### config.mk
export PLATFORM = sky130hd
export DESIGN_NAME = seq_match_ctrl
export DESIGN_NICKNAME = d
export VERILOG_FILES = /design/src/rtl/seq_match_ctrl.sv
export SDC_FILE = /design/constraint.sdc
export NUM_CORES = 1
export LEC_CHECK = 0
export ABC_AREA = 1
export CORE_MARGIN = 5
export CORE_UTILIZATION = 37
export DETAILED_ROUTE_END_ITERATION = 10
export PLACE_DENSITY_LB_ADDON = 0.08
export SETUP_SLACK_MARGIN = 0.2
export SYNTH_ARGS = -nofsm -noshare
export SYNTH_HDL_FRONTEND = slang
export SYNTH_SLANG_ARGS = --single-unit
### constraint.sdc
create_clock -name clk -period 2 [get_ports clk]
set_input_delay 0.2 -clock clk [delete_from_list [all_inputs] [get_ports clk]]
set_output_delay 0.2 -clock clk [all_outputs]
set_load 0.05 [all_outputs]
### src/rtl/seq_match_ctrl.sv
// Serial pattern detector with run control, match counting and optional target stop.
// Define SEQ_OVERLAP_EN to make detection overlapping (a match keeps the fill counter).
module seq_match_ctrl #(
    parameter int unsigned PAT_W = 4,
    parameter int unsigned CNT_W = 8
) (
    input  logic             clk,
    input  logic             reset,
    input  logic             start,
    input  logic             stop,
    input  logic [PAT_W-1:0] cfg_pattern,
    input  logic [CNT_W-1:0] cfg_target,
    input  logic             in,
    input  logic             in_valid,
    output logic             busy,
    output logic             match,
    output logic [CNT_W-1:0] match_count,
    output logic             done
);

    localparam int unsigned       FILL_W    = $clog2(PAT_W + 1);
    localparam logic [FILL_W-1:0] FILL_FULL = FILL_W'(PAT_W);
    localparam logic [CNT_W-1:0]  CNT_MAX   = '1;

    typedef enum logic [1:0] {StIdle, StRun, StFin} state_e;

    state_e            state_q, state_d;
    logic [PAT_W-1:0]  pat_q, pat_d;
    logic [PAT_W-1:0]  hist_q, hist_d;
    logic [CNT_W-1:0]  tgt_q, tgt_d;
    logic [CNT_W-1:0]  cnt_q, cnt_d;
    logic [FILL_W-1:0] fill_q, fill_d;
    logic              match_q, match_d;
    logic              done_q, done_d;
    logic              hit;

    always_comb begin
        state_d = state_q;
        pat_d   = pat_q;
        tgt_d   = tgt_q;
        hist_d  = hist_q;
        fill_d  = fill_q;
        cnt_d   = cnt_q;
        match_d = 1'b0;
        done_d  = 1'b0;
        hit     = 1'b0;

        unique case (state_q)
            StIdle: begin
                // start beats a simultaneous stop here since stop is not looked at
                if (start) begin
                    state_d = StRun;
                    pat_d   = cfg_pattern;
                    tgt_d   = cfg_target;
                    hist_d  = '0;
                    fill_d  = '0;
                    cnt_d   = '0;
                end
            end
            StRun: begin
                if (in_valid) begin
                    hist_d = {hist_q[PAT_W-2:0], in};
                    if (fill_q != FILL_FULL) begin
                        fill_d = fill_q + 1'b1;
                    end
                    hit = (fill_d == FILL_FULL) && (hist_d == pat_q);
                end
                if (hit) begin
                    match_d = 1'b1;
                    if (cnt_q != CNT_MAX) begin
                        cnt_d = cnt_q + 1'b1;
                    end
`ifndef SEQ_OVERLAP_EN
                    fill_d = '0;
`endif
                end
                if ((hit && (tgt_q != '0) && (cnt_d == tgt_q)) || stop) begin
                    state_d = StFin;
                    done_d  = 1'b1;
                end
            end
            StFin: begin
                state_d = StIdle;
            end
            default: begin
                state_d = StIdle;
            end
        endcase
    end

    always_ff @(posedge clk) begin
        if (!reset) begin
            state_q <= StIdle;
            pat_q   <= '0;
            tgt_q   <= '0;
            hist_q  <= '0;
            fill_q  <= '0;
            cnt_q   <= '0;
            match_q <= 1'b0;
            done_q  <= 1'b0;
        end else begin
            state_q <= state_d;
            pat_q   <= pat_d;
            tgt_q   <= tgt_d;
            hist_q  <= hist_d;
            fill_q  <= fill_d;
            cnt_q   <= cnt_d;
            match_q <= match_d;
            done_q  <= done_d;
        end
    end

    assign busy        = (state_q == StRun);
    assign match       = match_q;
    assign done        = done_q;
    assign match_count = cnt_q;

endmodule

# Yosys cells after proc, flatten, opt, wreduce, memory -nomap -nowiden
# Cells that the tools add are included.
dict set report op_classes {
  addsub 2
  reduce_logical 13
  n_mux 22
  n_eq_ne 10
}
# operator n
set ops {}
lappend ops {{$mux W8} 4}
lappend ops {{$mux W3} 8}
lappend ops {{$pmux W8 S2} 1}
lappend ops {{$pmux W3 S2} 2}
lappend ops {{$add A8 B1 Y8 const B} 1}
lappend ops {{$eq A8 B8 Y1} 1}
lappend ops {{$ne A8 B8 Y1 const B} 1}
lappend ops {{$reduce_and A2 Y1} 4}
lappend ops {{$reduce_bool A8 Y1} 1}
lappend ops {{$reduce_and A3 Y1} 2}
lappend ops {{$eq A4 B4 Y1} 1}
lappend ops {{$mux W1} 4}
lappend ops {{$mux W2} 2}
lappend ops {{$ne A2 B2 Y1 const B} 2}
lappend ops {{$pmux W2 S2} 1}
lappend ops {{$add A3 B1 Y3 const B} 1}
lappend ops {{$eq A3 B3 Y1 const B} 1}
lappend ops {{$logic_and A1 B1 Y1} 3}
lappend ops {{$ne A3 B2 Y1 const B} 1}
lappend ops {{$ne A3 B3 Y1 const B} 1}
lappend ops {{$eq A2 B1 Y1 const B} 1}
lappend ops {{$logic_not A2 Y1} 1}
lappend ops {{$ne A2 B1 Y1 const B} 1}
lappend ops {{$reduce_bool A2 Y1} 1}
lappend ops {{$logic_or A1 B1 Y1} 1}
dict set report word_totals {
  register_bits 30
  inputBits 18
}

# Logic depth before layout (Yosys ltp)
# Gate-level depths: netlist of the first run.
dict set report logic_depth {
  depth_word 15
  mapped_depth 18
  mapped_depth_nobuf 18
}

# Least setup slack after synthesis of the first run
# Ideal clock, no wire load.
dict set report synth_path {
  kind {register -> register}
  start {register cnt_q[0] (netlist: match_count[0])}
  end {register state_q[0]}
  t_arrival_ns 2.120
  path_stages_with_launch 17
  synth_period_minus_slack_ns 2.233
  t_required_ns 1.887
  n_path_buf 0
  path_slack_ns -0.233
  cell_sequence {dfxtp_1 > ha_1 > nand2_1 > nor2_4 > nand2_2 > nand2_1 > nor2_1 > nand2_1 > nand2_1 > nand2_1 > nor2_1 > nor2_1 > nand2_1 > nor2_2 > nand2_2 > nand3_1 > nand2_1}
}
dict set report synth_between {
  elab_chain_len 9
  word_cells_on_any_way 10
  cone_classes {add/sub: 1; eq/ne: 3; mux: 3; reduce/logical: 3}
}
# item line_no
set synth_rtl {}
lappend synth_rtl {{start: declaration} 31} ;# logic [CNT_W-1:0] cnt_q, cnt_d;
lappend synth_rtl {{start signal: assignment} 107} ;# cnt_q <= cnt_d;
lappend synth_rtl {{$add A8 B1 Y8 or $ne A8 B8 Y1 (tied branches)} {71, 70}}
lappend synth_rtl {{$mux W8} 70} ;# if (cnt_q != CNT_MAX) begin
lappend synth_rtl {{$mux W8 (*)} 68} ;# if (hit) begin
lappend synth_rtl {{$mux W8 (*)} 48} ;# unique case (state_q)
lappend synth_rtl {{$eq A8 B8 Y1 (*)} 77} ;# if ((hit && (tgt_q != '0) && (cnt_d == tgt_q)) || stop) begin
lappend synth_rtl {{$logic_and A1 B1 Y1 (*)} 77}
lappend synth_rtl {{$logic_or A1 B1 Y1 (*)} 77}
lappend synth_rtl {{$ne A2 B1 Y1 (no source line) (*)} -}
lappend synth_rtl {{$reduce_and A2 Y1 (no source line) (*)} -}
lappend synth_rtl {{end signal: assignment} 93} ;# state_q <= StIdle;
lappend synth_rtl {{end signal: assignment} 102} ;# state_q <= state_d;
lappend synth_rtl {{end: declaration} 27} ;# state_e state_q, state_d;
# Every way passes the cells marked *; elsewhere a longest branch is shown, timed or not. The select of a mux whose other input is x is not followed.
# A chain may end at the register's enable or synchronous reset.

# Final worst setup path of the first run
dict set report layout_path {
  start {register fill_q[0]}
  end {register state_q[0]}
}
dict set report layout_between {
  elab_chain_len 15
  word_cells_on_any_way 17
  cone_classes {add/sub: 1; eq/ne: 4; mux: 7; reduce/logical: 5}
}
# item line_no
set layout_rtl {}
lappend layout_rtl {{start: declaration} 32} ;# logic [FILL_W-1:0] fill_q, fill_d;
lappend layout_rtl {{start signal: assignment} 106} ;# fill_q <= fill_d;
lappend layout_rtl {{$add A3 B1 Y3 or $ne A3 B3 Y1 (tied branches)} {64, 63}}
lappend layout_rtl {{$mux W3 (*)} 63} ;# if (fill_q != FILL_FULL) begin
lappend layout_rtl {{$mux W3 (*)} 61} ;# if (in_valid) begin
lappend layout_rtl {{$mux W3 (*)} 48}
lappend layout_rtl {{$eq A3 B3 Y1 (*)} 66} ;# hit = (fill_d == FILL_FULL) && (hist_d == pat_q);
lappend layout_rtl {{$logic_and A1 B1 Y1 (*)} 66}
lappend layout_rtl {{$mux W1 (*)} 61}
lappend layout_rtl {{$mux W1 (*)} 48}
lappend layout_rtl {{$mux W8} 68}
lappend layout_rtl {{$mux W8} 48}
lappend layout_rtl {{$eq A8 B8 Y1} 77}
lappend layout_rtl {{$logic_and A1 B1 Y1 (*)} 77}
lappend layout_rtl {{$logic_or A1 B1 Y1 (*)} 77}
lappend layout_rtl {{$ne A2 B1 Y1 (no source line) (*)} -}
lappend layout_rtl {{$reduce_and A2 Y1 (no source line) (*)} -}
# Marks and branches as above.

==> results of run 1 <==
[sequential cells by signal, summed over array words and instances (netlist names)]
register,cells
pat_q,4
tgt_q,8
hist_q,3
done,1
match,1
match_count,8
state_q,2
fill_q,3
[tightest hold or removal path, cell delays in order, from the launching register on]
cell     delay [ns]
dfxtp_1        0.31
inv_1          0.07
a21oi_1        0.06
[layout make-up]
type,instances,area (sq um),area share [%]
Inverter,46,180.2,6.466
Tap cell,70,87.58,3.143
Sequential cell,30,623.1,22.36
Multi-Input combinational cell,227,1292,46.39
Clock inverter,1,5.005,0.1796
Timing Repair Buffer,57,511.7,18.37
Clock buffer,7,86.33,3.098
[kinds of logic after synthesis]
| logic type | after synthesis | share of synthesized area [%] |
|---|---|---|
| AO/OA/AOI/OAI | 45 | 12.02 |
| XOR/XNOR | 3 | 1.358 |
| adder cells (fa/ha/maj) | 3 | 1.939 |
| buffers and inverters | 52 | 10.73 |
| flip-flops | 30 | 31.03 |
| AND/OR/NAND/NOR | 175 | 42.92 |
[power groups by stage]
stage	combinational [mW]	clock, mW	sequential (mW)
2_1_floorplan	0.150	0	0.654
3_3_place_gp	0.247	0	0.658
3_5_place_dp	0.248	0	0.659
4_1_cts	0.258	0.529	0.645
5_1_grt	0.294	0.561	0.648
6_report	0.262	0.515	0.644
[worst max path at each step]
stage                     startpoint         end  slack [ns]  depth (start not counted)
after CTS                  fill_q[1]  state_q[0]        0.08                         16
after global routing       fill_q[0]  state_q[0]       -0.10                         17
after floorplan            fill_q[0]  state_q[0]        0.16                         15
after global placement            in  state_q[0]       -0.15                         18
after detailed placement          in  state_q[1]       -0.21                         17
final                      fill_q[0]  state_q[0]        0.05                         17
[cell usage after synthesis (2+ instances only)]
master / instances / area share [%]
a21oi_1: 27 / 7.0
clkbuf_1: 3 / 0.58
clkinv_1: 4 / 0.78
dfxtp_1: 30 / 31
ha_1: 3 / 1.9
inv_1: 37 / 7.2
inv_2: 4 / 0.78
nand2_1: 97 / 19
nand2_2: 6 / 1.9
nand3_1: 31 / 8.0
nand3_2: 3 / 1.6
nand3b_1: 2 / 0.78
nor2_1: 20 / 3.9
nor2_2: 4 / 1.3
nor2_4: 4 / 2.3
nor4_1: 3 / 0.97
o21ai_0: 15 / 3.9
xor2_1: 2 / 0.91
[routing by layer]
metal | vias up | routed length [um] | global-route usage, %
met2 | 44 | 2460 | 27.72
met5 | - | 0 | 0
met3 | 8 | 218 | 3.796
met4 | 0 | 74 | 6.645
li1 | 1095 | - | -
met1 | 912 | 2704 | 24.39
[timing repair]
action | in CTS | in global routing
endpoints found under the setup margin | 5 | 7
cloned | 1 | 0
gates resized for setup | 23 | 24
buffers inserted | 6 | 0
pin swaps | 11 | 17
[metrics by stage]
step                      cells  worst slack [ns]
after global routing        438           -0.1010
after CTS                   438           0.07953
final                       438           0.04586
after floorplan             308            0.1607
after global placement      423           -0.1517
after detailed placement    423           -0.2135
==> metrics.txt, run 1 <==
Iteration-0 DRC Markers=107; Int Power=1.010 mW; grt total ovfl=0; fill count=541; initial antenna violation count=0; total number of yosys warnings=0; DR vias/cell=4.701; fin. max-slew vios=0; outcome=complete, no violations; EDFF count, synth=0; Reg power frac=45.3%; Clk pwr share=36.2%; pwr/cell area=510.0 nW/um^2; Max VDD drop=0.0002625 V; worst hold endpoint=pat_q[0]; Die Height=82.33 um; CP Max Fanout=5; commonest non-fill, non-tap cells in the layout=nand2_1 (85), inv_1 (34), buf_4 (26); clk slew on worst S/H paths=0.06 ns; flops & latches, synth=30; die area=6778 sq um; distinct cell type count after synthesis=31; Pwr Total=1.421 mW; Num CTS Buffers=5; All-Layer GR Usage=17.95%; vias in the first global route=2033; Slew Limit Headroom=65.78%; Final Util=54.56%; worst skew pair latency=0.29 ns; largest net degree at the start of global routing=23; TNS Setup=0 ns; Hold Fails Final Rpt=0; Period minus WS final=1.954 ns; # diodes=0; DPL Wire Length=4077 um; Fin Clk Skew=0.01452 ns; ys flop type=dfxtp_1; RSZ-0062 raised after global routing=yes; final WL=5457 um; setup slack, reg-to-reg=0.05 ns; die width=82.33 um; routed wire length per instance=12.46 um; maximum clock path buffer count=2; post-synthesis sequential area ratio=31.03%; RR Startpoint=fill_q[0]; Startpoint Class=flip-flop; Bufs and invs on worst path=4; fin crit share=97.71%; Largest stage delay, worst path=0.38 ns; TritonCTS Sinks=30; Min-Delay Path Class=reg2reg; Area Growth Syn to Fin=43.96%; Placed Instance Area=2471 sq um; Worst Tran Pin Value=0.5125 ns; CTS tree=built; switching power=0.4113 mW; first-pass GRT wire length=9225 um; Hold Startpoint=pat_q[0]; root buf cell=clkbuf_8; port bufs=28; nets=388; worst path arrival time=2.13 ns; Syn Area/Cell=6.284 sq um; synthesized instance count=308; design area=2786 sq um; commonest non-fill, non-tap cell in the layout=nand2_1; Final Wtd Congestion=0.8790; I/O pin total=29; Netlist Area Pre-Place=1936 sq um; CP cell instances=inv_4 -> ha_4 -> inv_2 -> buf_4 -> nand3_4 -> nor2_4 -> nand2_2 -> nand2_2 -> nand2_2 -> inv_2 -> nand2_1 -> nand2_1 -> nand2_1 -> nor2_2 -> nand2_2 -> nand3_2 -> nand2_1; syn_nets=329; H-tree depth=2; reg2reg end=state_q[0]; delay-heaviest family, CP=simple AND/OR/NAND/NOR gates; Comb pwr share=18.5%; # rows=26; 1st-pass router iterations=4; Max Fclk=0.5117 GHz; async set-reset flop share out of synthesis=0%; Max Cap Violations=0; CP max-delay cell=dfxtp_4; layout cells sized above 1=28.53%; total number of vias=2059; worst hold margin=0.4786 ns; core area=5107 sq um; Leakage Power=1.176 nW; DRC viols=0; Routed Antenna Nets=0; CTS Hold Bufs=0; worst r2r path cells=17; Sw Share=28.95%; crit path kind=reg2reg; setup violators final=0; Initial Utilization=37.90%; Critical Path Sink Type=flip-flop; hold-critical path depth=2; Critical Path RT=2.18 ns
No activity file was read; power rests on OpenSTA's default activity.
==> run 2: changes to the inputs <==
- GPL_ROUTABILITY_DRIVEN: not set -> 1
==> results of run 2 <==
The final DEF is identical to that of run 1; final timing and power are the same.
==> run 3: changes to the inputs <==
- ABC_AREA: 1 -> not set
==> run 3 against run 2 <==
The run now ends with setup timing left. Utilization increased by 2.7 points. Setup slack got worse by 0.30 ns. Register-to-register slack got worse by 0.30 ns. Highest routed layer unchanged.
==> metrics.txt, run 3 <==
DR vias/cell=5.348 (+14%); distinct cell type count after synthesis=46 (+48%); syn_nets=230 (-30%); largest net degree at the start of global routing=24 (+4.3%); pwr/cell area=578.7 nW/um^2 (+13%); Max Fclk=0.4437 GHz (-13%); Bufs and invs on worst path=1 (-3); layout cells sized above 1=31.85% (+3.3 points); worst skew pair latency=0.28 ns (about the same); Synth Area in XOR/XNOR=6.287% (+4.9 points); ys flop type=dfxtp_1; non-filler cells in the finished layout=322 (-26%); port bufs=28 (unchanged); EDFF count, synth=0 (unchanged); failing checks=setup timing; Initial Utilization=38.39% (+0.49 points); maximum clock path buffer count=2 (unchanged); H-tree depth=2 (unchanged); Netlist Area Pre-Place=1672 sq um (-14%); Hold Startpoint=cfg_target[1]; worst r2r path cells=8 (-9); 1st-pass router iterations=4 (unchanged); RR Startpoint=fill_q[0]; Hold Fails Final Rpt=0 (unchanged); fill count=401 (-26%); combinational family with the most area after synthesis=simple AND/OR/NAND/NOR gates; Synth Area in Simple Gates=25.82% (-17 points); Critical Path RT=2.18 ns (about the same); first-pass GRT wire length=7976 um (-14%); synth cell count leaders=nand2_1 (36), dfxtp_1 (30), a21oi_1 (16), nor2_1 (15), clkbuf_1 (9); # diodes=0 (unchanged); Worst Tran Pin Value=0.7358 ns (+0.2233 ns); nets=290 (-25%); Max Cap Violations=0 (unchanged); crit path kind=reg2reg; register area=625.6 sq um (+0.40%); area share of the largest cell type after synthesis=35.93% (+4.9 points); core area=4354 sq um (-15%); async set-reset flop share out of synthesis=0% (unchanged); post-synthesis sequential area ratio=35.93% (+4.9 points); Syn Area/Cell=7.998 sq um (+27%); CP Max Fanout=4 (-1); Die Height=77.22 um (-6.2%); multiplexer area fraction after synthesis=2.545% (+2.5 points); commonest non-fill, non-tap cells in the layout=buf_4 (37), nand2_1 (36), clkdlybuf4s50_1 (24); Iteration-0 DRC Markers=109 (+1.9%); root buf cell=clkbuf_8; outcome=finished with violations; DRC viols=0 (unchanged); Min-Delay Path Class=in2reg; TNS Setup=-1.430 ns (-1.430 ns); final WL=4803 um (-12%); RSZ-0062 raised after global routing=yes; total number of vias=1722 (-16%); die area=5962 sq um (-12%); reg2reg end=state_q[0]; Max VDD drop=0.0004104 V (+56%); Synth area leaders=dfxtp_1 (36%), nand2_1 (8.1%), a21oi_1 (4.8%); All-Layer GR Usage=16.37% (-1.6 points); clk slew on worst S/H paths=0.07 ns (about the same); Critical Path Sink Type=flip-flop; fin crit share=112.7% (+15 points); Final Wtd Congestion=0.9247 (+5.2%); # rows=24 (-7.7%); flops & latches, synth=30 (unchanged); setup violators final=9 (+9); Cells after DPL=310 (-27%); Multi-input gate area=1100 sq um (-15%); grt total ovfl=0 (unchanged); Yosys top cell by area=dfxtp_1; Startpoint Class=flip-flop; Area Growth Syn to Fin=49.03%; commonest non-fill, non-tap cell in the layout=buf_4; delay-heaviest family, CP=compound AO/OA/AOI/OAI gates; synthesized instance count=209 (-32%); pre-CTS WS=-0.2475 ns (-0.03404 ns); CP max-delay cell=or4_1; worst path arrival time=2.43 ns (+0.30 ns); compound-gate portion of the synthesized area=22.60% (+11 points); Fin Clk Skew=0.006692 ns (-0.007831 ns); routed wire length per instance=14.92 um (+20%); DPL Wire Length=3793 um (-7.0%); setup slack, reg-to-reg=-0.25 ns (-0.30 ns); die width=77.22 um (-6.2%); fin. max-slew vios=0 (unchanged); TritonCTS Sinks=30 (unchanged); Pwr Total=1.442 mW (+1.4%); most numerous cell in the Yosys netlist=nand2_1; CP cell instances=inv_2 -> ha_4 -> a21bo_2 -> a211oi_4 -> nand3_2 -> or4_1 -> a221o_1 -> a21bo_2; hold-critical path depth=3 (+1); Largest stage delay, worst path=0.42 ns (+0.04 ns); worst hold margin=0.4702 ns (-0.008421 ns); I/O pin total=29 (unchanged); Final WS setup=-0.2539 ns (-0.2998 ns); Leakage Power=0.9970 nW (-15%); vias in the first global route=1739 (-14%); worst hold endpoint=tgt_q[1]; Period minus WS final=2.254 ns (+0.2998 ns); total number of yosys warnings=0 (unchanged); CTS tree=built; Num CTS Buffers=5 (unchanged); initial antenna violation count=0 (unchanged); cell mode on critical path=a21bo_2; Routed Antenna Nets=0 (unchanged); CTS Hold Bufs=0 (unchanged); Slew Limit Headroom=50.90% (-15 points); Synth Area in Adders=2.246% (+0.31 points)
-- run 3: cell types whose count changed after synthesis, sizes merged, moves of 11 or more --
| cell | delta |
|---|---|
| nand2 | -68 |
| nand3 | -28 |
| a21oi | -11 |
| o21ai | -12 |
| inv | -35 |
| nor2 | -14 |
-- run 3: per-layer routing --
layer	wire length (um)	share of wire (%)	track usage [%]	vias up
met2	2404	50	29.04	35
met3	236	4.9	4.450	4
li1	-	-	-	872
met5	0	0	0	-
met1	2126	44	19.19	811
met4	35	0.73	4.296	0
-- run 3: kinds of logic (layout without fill, tap and decap cells) --
family,count (synthesis),after routing
compound gates,53,53
xor+xnor,12,12
fa+ha+maj,3,3
buf+inv,19,80
flops,30,30
mux,4,4
simple gates,88,88
-- run 3: cell type report --
cell class,count,area share (%)
clock buffer,7,3.466
clock inverter,1,0.2009
multi-input combinational,160,44.15
timing repair buffer,66,23.56
tap,52,2.612
inverter,6,0.9041
sequential,30,25.11
-- run 3: worst max-delay path by stage --
stage              start    endpoint  slack, ns  cells past startpoint
4_1_cts        fill_q[1]  state_q[1]      -0.23                      8
6_report       fill_q[0]  state_q[0]      -0.25                      8
5_1_grt        fill_q[1]  state_q[0]      -0.32                      9
2_1_floorplan  fill_q[0]  state_q[0]      -0.16                      8
3_3_place_gp          in  state_q[0]      -0.20                      7
3_5_place_dp   fill_q[0]  state_q[1]      -0.25                      8
-- run 3: power breakdown --
part	leakage [nW]	switching, mW	internal, mW
registers	0.251	0.0214	0.617
logic	0.698	0.166	0.133
clock network	0.0482	0.227	0.277
total	0.997	0.415	1.03
-- run 3: tightest hold or removal path, cell delays in order --
cell             delay [ns]
clkdlybuf4s50_1        0.39
nand2_1                0.05
a21oi_1                0.05
-- run 3: what timing repair did --
item | 4_1_cts | 5_1_grt
hold endpoints to repair | 0 | 0
buffers inserted | 4 | 0
gates resized for setup | 10 | 7
endpoints found under the setup margin | 11 | 16
pin swaps | 5 | 5
-- run 3: through the flow --
| stage | util [%] | area [sq um] |
|---|---|---|
| CTS | 56.75 | 2471 |
| global placement | 53.02 | 2308 |
| global route | 57.21 | 2491 |
| finish | 57.21 | 2491 |
| detailed placement | 53.02 | 2308 |
| floorplan | - | 1768 |
